File: src/rtl/keccak_sponge_ctrl.sv
// Sequencer for a one-round-per-cycle Keccak-f[1600] datapath: clear, absorb one
// pre-padded rate block lane by lane, then permute/squeeze a programmable number of blocks.
module keccak_sponge_ctrl #(
  parameter int STATE_WIDTH      = 1600,
  parameter int RATE             = 1344,
  parameter int N_R              = 24,
  parameter int LANE_WIDTH       = STATE_WIDTH / 25,
  parameter int BLK_CNT_W        = 16,
  parameter int SEED_LANES       = RATE / LANE_WIDTH,
  parameter int CNT_LENGTH_ROUND = $clog2(N_R)
) (
  input  logic                        clk,
  input  logic                        resetn,
  input  logic                        start_i,
  input  logic [BLK_CNT_W-1:0]        num_blocks_i,
  input  logic                        din_valid_i,
  output logic                        din_ready_o,
  output logic                        state_clear_o,
  output logic                        absorb_en_o,
  output logic [4:0]                  absorb_sel_o,
  output logic                        round_en_o,
  output logic [CNT_LENGTH_ROUND-1:0] round_idx_o,
  output logic                        dout_valid_o,
  input  logic                        dout_ready_i,
  output logic                        busy_o,
  output logic                        done_o
);

  // state     | meaning
  // S_IDLE    | waiting for start_i
  // S_CLEAR   | one-cycle state zeroing
  // S_ABSORB  | XOR SEED_LANES lanes in, one per handshake
  // S_PERMUTE | N_R consecutive rounds
  // S_SQUEEZE | rate block valid, wait for downstream
  // S_DONE    | one-cycle completion pulse
  typedef enum logic [2:0] {
    S_IDLE, S_CLEAR, S_ABSORB, S_PERMUTE, S_SQUEEZE, S_DONE
  } state_t;

  state_t                      r_state, w_state_nxt;
  logic [4:0]                  r_lane, w_lane_nxt;
  logic [CNT_LENGTH_ROUND-1:0] r_round, w_round_nxt;
  logic [BLK_CNT_W-1:0]        r_blk_cnt, w_blk_cnt_nxt;
  logic [BLK_CNT_W-1:0]        r_blk_tgt, w_blk_tgt_nxt;
  logic                        w_last_lane, w_last_round, w_last_blk;

  assign w_last_lane  = (r_lane == 5'(SEED_LANES - 1));
  assign w_last_round = (r_round == CNT_LENGTH_ROUND'(N_R - 1));
  // blk_tgt is never 0, so the subtraction cannot wrap even at the maximum count
  assign w_last_blk   = (r_blk_cnt == (r_blk_tgt - BLK_CNT_W'(1)));

  always_ff @(posedge clk or negedge resetn) begin
    if (!resetn) begin
      r_state   <= S_IDLE;
      r_lane    <= '0;
      r_round   <= '0;
      r_blk_cnt <= '0;
      r_blk_tgt <= '0;
    end else begin
      r_state   <= w_state_nxt;
      r_lane    <= w_lane_nxt;
      r_round   <= w_round_nxt;
      r_blk_cnt <= w_blk_cnt_nxt;
      r_blk_tgt <= w_blk_tgt_nxt;
    end
  end

  always_comb begin
    w_state_nxt   = r_state;
    w_lane_nxt    = r_lane;
    w_round_nxt   = r_round;
    w_blk_cnt_nxt = r_blk_cnt;
    w_blk_tgt_nxt = r_blk_tgt;
    din_ready_o   = 1'b0;
    state_clear_o = 1'b0;
    absorb_en_o   = 1'b0;
    absorb_sel_o  = '0;
    round_en_o    = 1'b0;
    round_idx_o   = '0;
    dout_valid_o  = 1'b0;
    done_o        = 1'b0;
    busy_o        = (r_state != S_IDLE);

    case (r_state)
      S_IDLE: begin
        if (start_i) begin
          w_blk_tgt_nxt = (num_blocks_i == '0) ? BLK_CNT_W'(1) : num_blocks_i;
          w_blk_cnt_nxt = '0;
          w_state_nxt   = S_CLEAR;
        end
      end
      S_CLEAR: begin
        state_clear_o = 1'b1;
        w_state_nxt   = S_ABSORB;
      end
      S_ABSORB: begin
        din_ready_o  = 1'b1;
        absorb_en_o  = din_valid_i;
        absorb_sel_o = r_lane;
        if (din_valid_i) begin
          if (w_last_lane) begin
            w_lane_nxt  = '0;
            w_state_nxt = S_PERMUTE;
          end else begin
            w_lane_nxt = r_lane + 5'd1;
          end
        end
      end
      S_PERMUTE: begin
        round_en_o  = 1'b1;
        round_idx_o = r_round;
        if (w_last_round) begin
          w_round_nxt = '0;
          w_state_nxt = S_SQUEEZE;
        end else begin
          w_round_nxt = r_round + CNT_LENGTH_ROUND'(1);
        end
      end
      S_SQUEEZE: begin
        dout_valid_o = 1'b1;
        if (dout_ready_i) begin
          if (w_last_blk) begin
            w_state_nxt = S_DONE;
          end else begin
            w_blk_cnt_nxt = r_blk_cnt + BLK_CNT_W'(1);
            w_state_nxt   = S_PERMUTE;
          end
        end
      end
      S_DONE: begin
        done_o      = 1'b1;
        w_state_nxt = S_IDLE;
      end
      default: w_state_nxt = S_IDLE;
    endcase
  end

endmodule

File: config.mk
export PLATFORM = sky130hd
export DESIGN_NAME = keccak_sponge_ctrl
export DESIGN_NICKNAME = d
export VERILOG_FILES = /design/src/rtl/keccak_sponge_ctrl.sv
export SDC_FILE = /design/constraint.sdc
export NUM_CORES = 1
export LEC_CHECK = 0
export BUFFER_PORTS_ARGS = -buffer_cell sky130_fd_sc_hd__buf_2
export CAP_MARGIN = 40
export CORE_MARGIN = 5
export CORE_UTILIZATION = 35
export CTS_CLUSTER_DIAMETER = 80
export DETAILED_ROUTE_END_ITERATION = 16
export PLACE_DENSITY = 0.55
export SYNTH_ARGS = -nofsm -noshare
export SYNTH_HDL_FRONTEND = slang
export SYNTH_SLANG_ARGS = --single-unit
export TNS_END_PERCENT = 20
File: constraint.sdc
create_clock -name clk -period 3.6 [get_ports clk]
set_input_delay 0.18 -clock clk [delete_from_list [all_inputs] [get_ports clk]]
set_output_delay 0.18 -clock clk [all_outputs]
set_load 0.03 [all_outputs]
==> metrics.md <==
| Metric | Value |
|---|---|
| Final core area utilization | 0.413 |
| DR pass1 iterations | 5 |
| Pin count of the biggest net entering global routing | 36 |
| Vias in the first global route | 2436 |
| Final period util | 0.870 |
| HP Class | in -> reg |
| Final GP Congestion | 0.802 |
| Via count | 2479 |
| Most frequent cells in the layout | dfrtp_1 (45), buf_2 (37), nand2_1 (25) |
| Tot Pwr | 0.00223 W |
| Async S/R FF share, synth | 1.00 |
| Cell area after synthesis | 0.00284 mm2 |
| Post-synth EDFFs | 0 |
| Hold Path Stages | 3 |
| DRT Wirelength | 6960 um |
| Syn Inst Count | 305 |
| Initial cell density of the core | 0.364 |
| Post-cts sizing count | 0 |
| Routed length per placed instance | 15.7 um |
| Initial antenna violation count | 0 |
| Fraction of layout cells with a size suffix above 1 | 0.211 |
| Post-CTS Setup Inserts | 0 |
| Final Skew | 4.22 ps |
| Slew Limit Headroom | 0.435 |
| Clock buffer depth | 2 |
| CP max stage delay | 520 ps |
| Design area | 0.00322 mm2 |
| Worst-Skew Late Latency | 300 ps |
| CP max-delay cell | or4b_4 |
| Share of the synthesized area in the top cell type | 0.396 |
| Num CTS Buffers | 5 |
| # diodes | 0 |
| Final #Nets | 367 |
| Distinct cells, synth | 56 |
| GRT Residual Overflow | 0 |
| Setup TNS | 0 ps |
| Most common cell after layout, fill and taps aside | dfrtp_1 |
| Ys Warns | 0 |
| FF+latch area | 0.00113 mm2 |
| Hpwl dp | 5140 um |
| Final Hold Fails | 0 |
| Initial detailed-routing violation count | 106 |
| Post-synth top area cell | dfrtp_1 |
| Top-Level Pins | 38 |
| First-pass GRT wire length | 11700 um |
| Critical path cell sequence | inv_1, ha_1, or4b_4, o311ai_1, o21ai_1, o32ai_2, a2111oi_4, buf_4, or4_1, a21oi_1 |
| RSZ-0062 raised after global routing | no |
| Fillers | 810 |
| Dpl cell area | 0.00313 mm2 |
| Leakage | 1.33 nW |
| Pwr Density | 692 mW/mm2 |
| Final Critical Period | 3130 ps |
| Root buffer cell | clkbuf_8 |
| CP max FO | 29 |
| Crit path kind | reg -> reg |
| Core Area | 0.00781 mm2 |
| Antenna Nets Post-Route | 0 |
| Flops & latches, synth | 45 |
| Vias per cell | 5.58 |
| Residual DRC | 0 |
| Syn avg cell area | 9.32 um2 |
| Element type at the critical path start | flip-flop |
| H-tree levels | 2 |
| Crit path DAT | 3360 ps |
| Clk slew on worst S/H paths | 90 ps |
| Synth-to-layout area growth | 13.4% |
| Syn_nets | 331 |
| FMAX | 0.319 GHz |
| Die W | 100 um |
| Synth area leaders | dfrtp_1 (40%), mux2_2 (5.5%), o21ai_0 (4.0%) |
| Peak VDD IR | 0.000357 V |
| Final WS setup | 466 ps |
| Status | complete, no violations |
| Max-slew violations | 0 |
| Seq/Total Area, Yosys | 0.396 |
| Finish-stage setup viols | 0 |
| Die span in y | 100 um |
| Max cap viols | 0 |
| Tightest Pin Transition | 848 ps |
| Global router's overall resource usage | 0.145 |
| Cell Rows | 32 |
| Worst EP required | 3830 ps |
| Port bufs | 37 |
| Pre-CTS setup slack | 513 ps |
| Worst reg-to-reg path cell count | 10 |
| Multi-input logic area | 0.00160 mm2 |
| CTS tree | done |
| Crit end category | flip-flop |
| Clk sink count | 45 |
| Main flop type after synthesis | dfrtp_1 |
| Die area | 0.0100 mm2 |
-- area by class of cell --
class	instances	area share
tap	102	0.0396
sequential	45	0.349
multi-input combinational	236	0.497
clock buffer	7	0.0237
clock inverter	1	0.00233
inverter	10	0.0116
timing repair buffer	43	0.0761
-- per-stage QoR --
stage	hold slack, ps	std cells
after floorplan	-116	305
after global placement	417	434
after detailed placement	77.8	435
after CTS	107	444
after global routing	119	444
final	107	444
-- metal layers --
layer  global-route usage  vias to the layer above  part of all wire
met5                    0                        -                 0
met4               0.0508                        0             0.018
met3               0.0250                       15             0.042
met2                0.223                       70              0.43
met1                0.204                     1179              0.51
li1                     -                     1215                 -
-- synth_stat cells, drive strengths merged (2+ instances only) --
cell    count
xnor2      10
nand3b      3
or4         6
nand2b      2
a21oi      16
and4        3
o21ai      24
nor3b       3
a41oi       2
o311ai      2
and3        3
or4b        3
nand4b      3
nor2       15
o211ai      2
buf         3
o31ai       8
and2       12
nand3      11
clkbuf     11
nor4        6
a31oi       2
inv         9
mux2       14
xor2        8
a2111o      2
nand2      25
nand4       7
and4b       2
or3        12
ha          5
nor3        9
dfrtp      45
-- cells by family after synthesis --
logic type / share of synthesized area
compound gates: 0.166
xor+xnor: 0.0555
fa+ha+maj: 0.0220
buf+inv: 0.0396
flops: 0.396
mux: 0.0590
simple gates: 0.262
-- worst max-delay path: cells and delay by family, from the launching register on --
| kind | cells | cell delay [ps] |
|---|---|---|
| simple gates | 2 | 1030 |
| compound gates | 5 | 1030 |
| flops | 1 | 430 |
| buf+inv | 2 | 310 |
| fa+ha+maj | 1 | 250 |
-- sequential cells by signal, summed over array words and instances (netlist names) --
register   flops
r_blk_cnt     16
r_blk_tgt     16
r_lane         5
r_round        5
r_state        3
-- final timing paths --
| kind | startpoint | to | slack, ps |
|---|---|---|---|
| worst max-delay path | r_blk_tgt[0]$_DFFE_PN0P_ | r_blk_cnt[11]$_DFFE_PN0P_ | 470 |
| min in group asynchronous | resetn | r_blk_tgt[6]$_DFFE_PN0P_ | 280 |
| worst max register to register | r_blk_tgt[0]$_DFFE_PN0P_ | r_blk_cnt[11]$_DFFE_PN0P_ | 470 |
| worst min-delay path | num_blocks_i[6] | r_blk_tgt[6]$_DFFE_PN0P_ | 110 |
| worst min register to register | r_round[3]$_DFFE_PN0P_ | r_round[3]$_DFFE_PN0P_ | 510 |
| max in group asynchronous | resetn | r_blk_cnt[8]$_DFFE_PN0P_ | 2850 |
-- where the power goes --
group	total [W]	switching [W]	internal (W)
Clock	0.000318	0.000180	0.000138
Combinational	0.000987	0.000564	0.000423
Sequential	0.000926	0.000261	0.000665
Total	0.00223	0.00101	0.00123
-- what timing repair did --
item,4_1_cts,5_1_grt
hold endpoints to repair,10,0
hold buffers,1,0
endpoints found under the setup margin,0,0
Power figures use the tool's default switching activity.
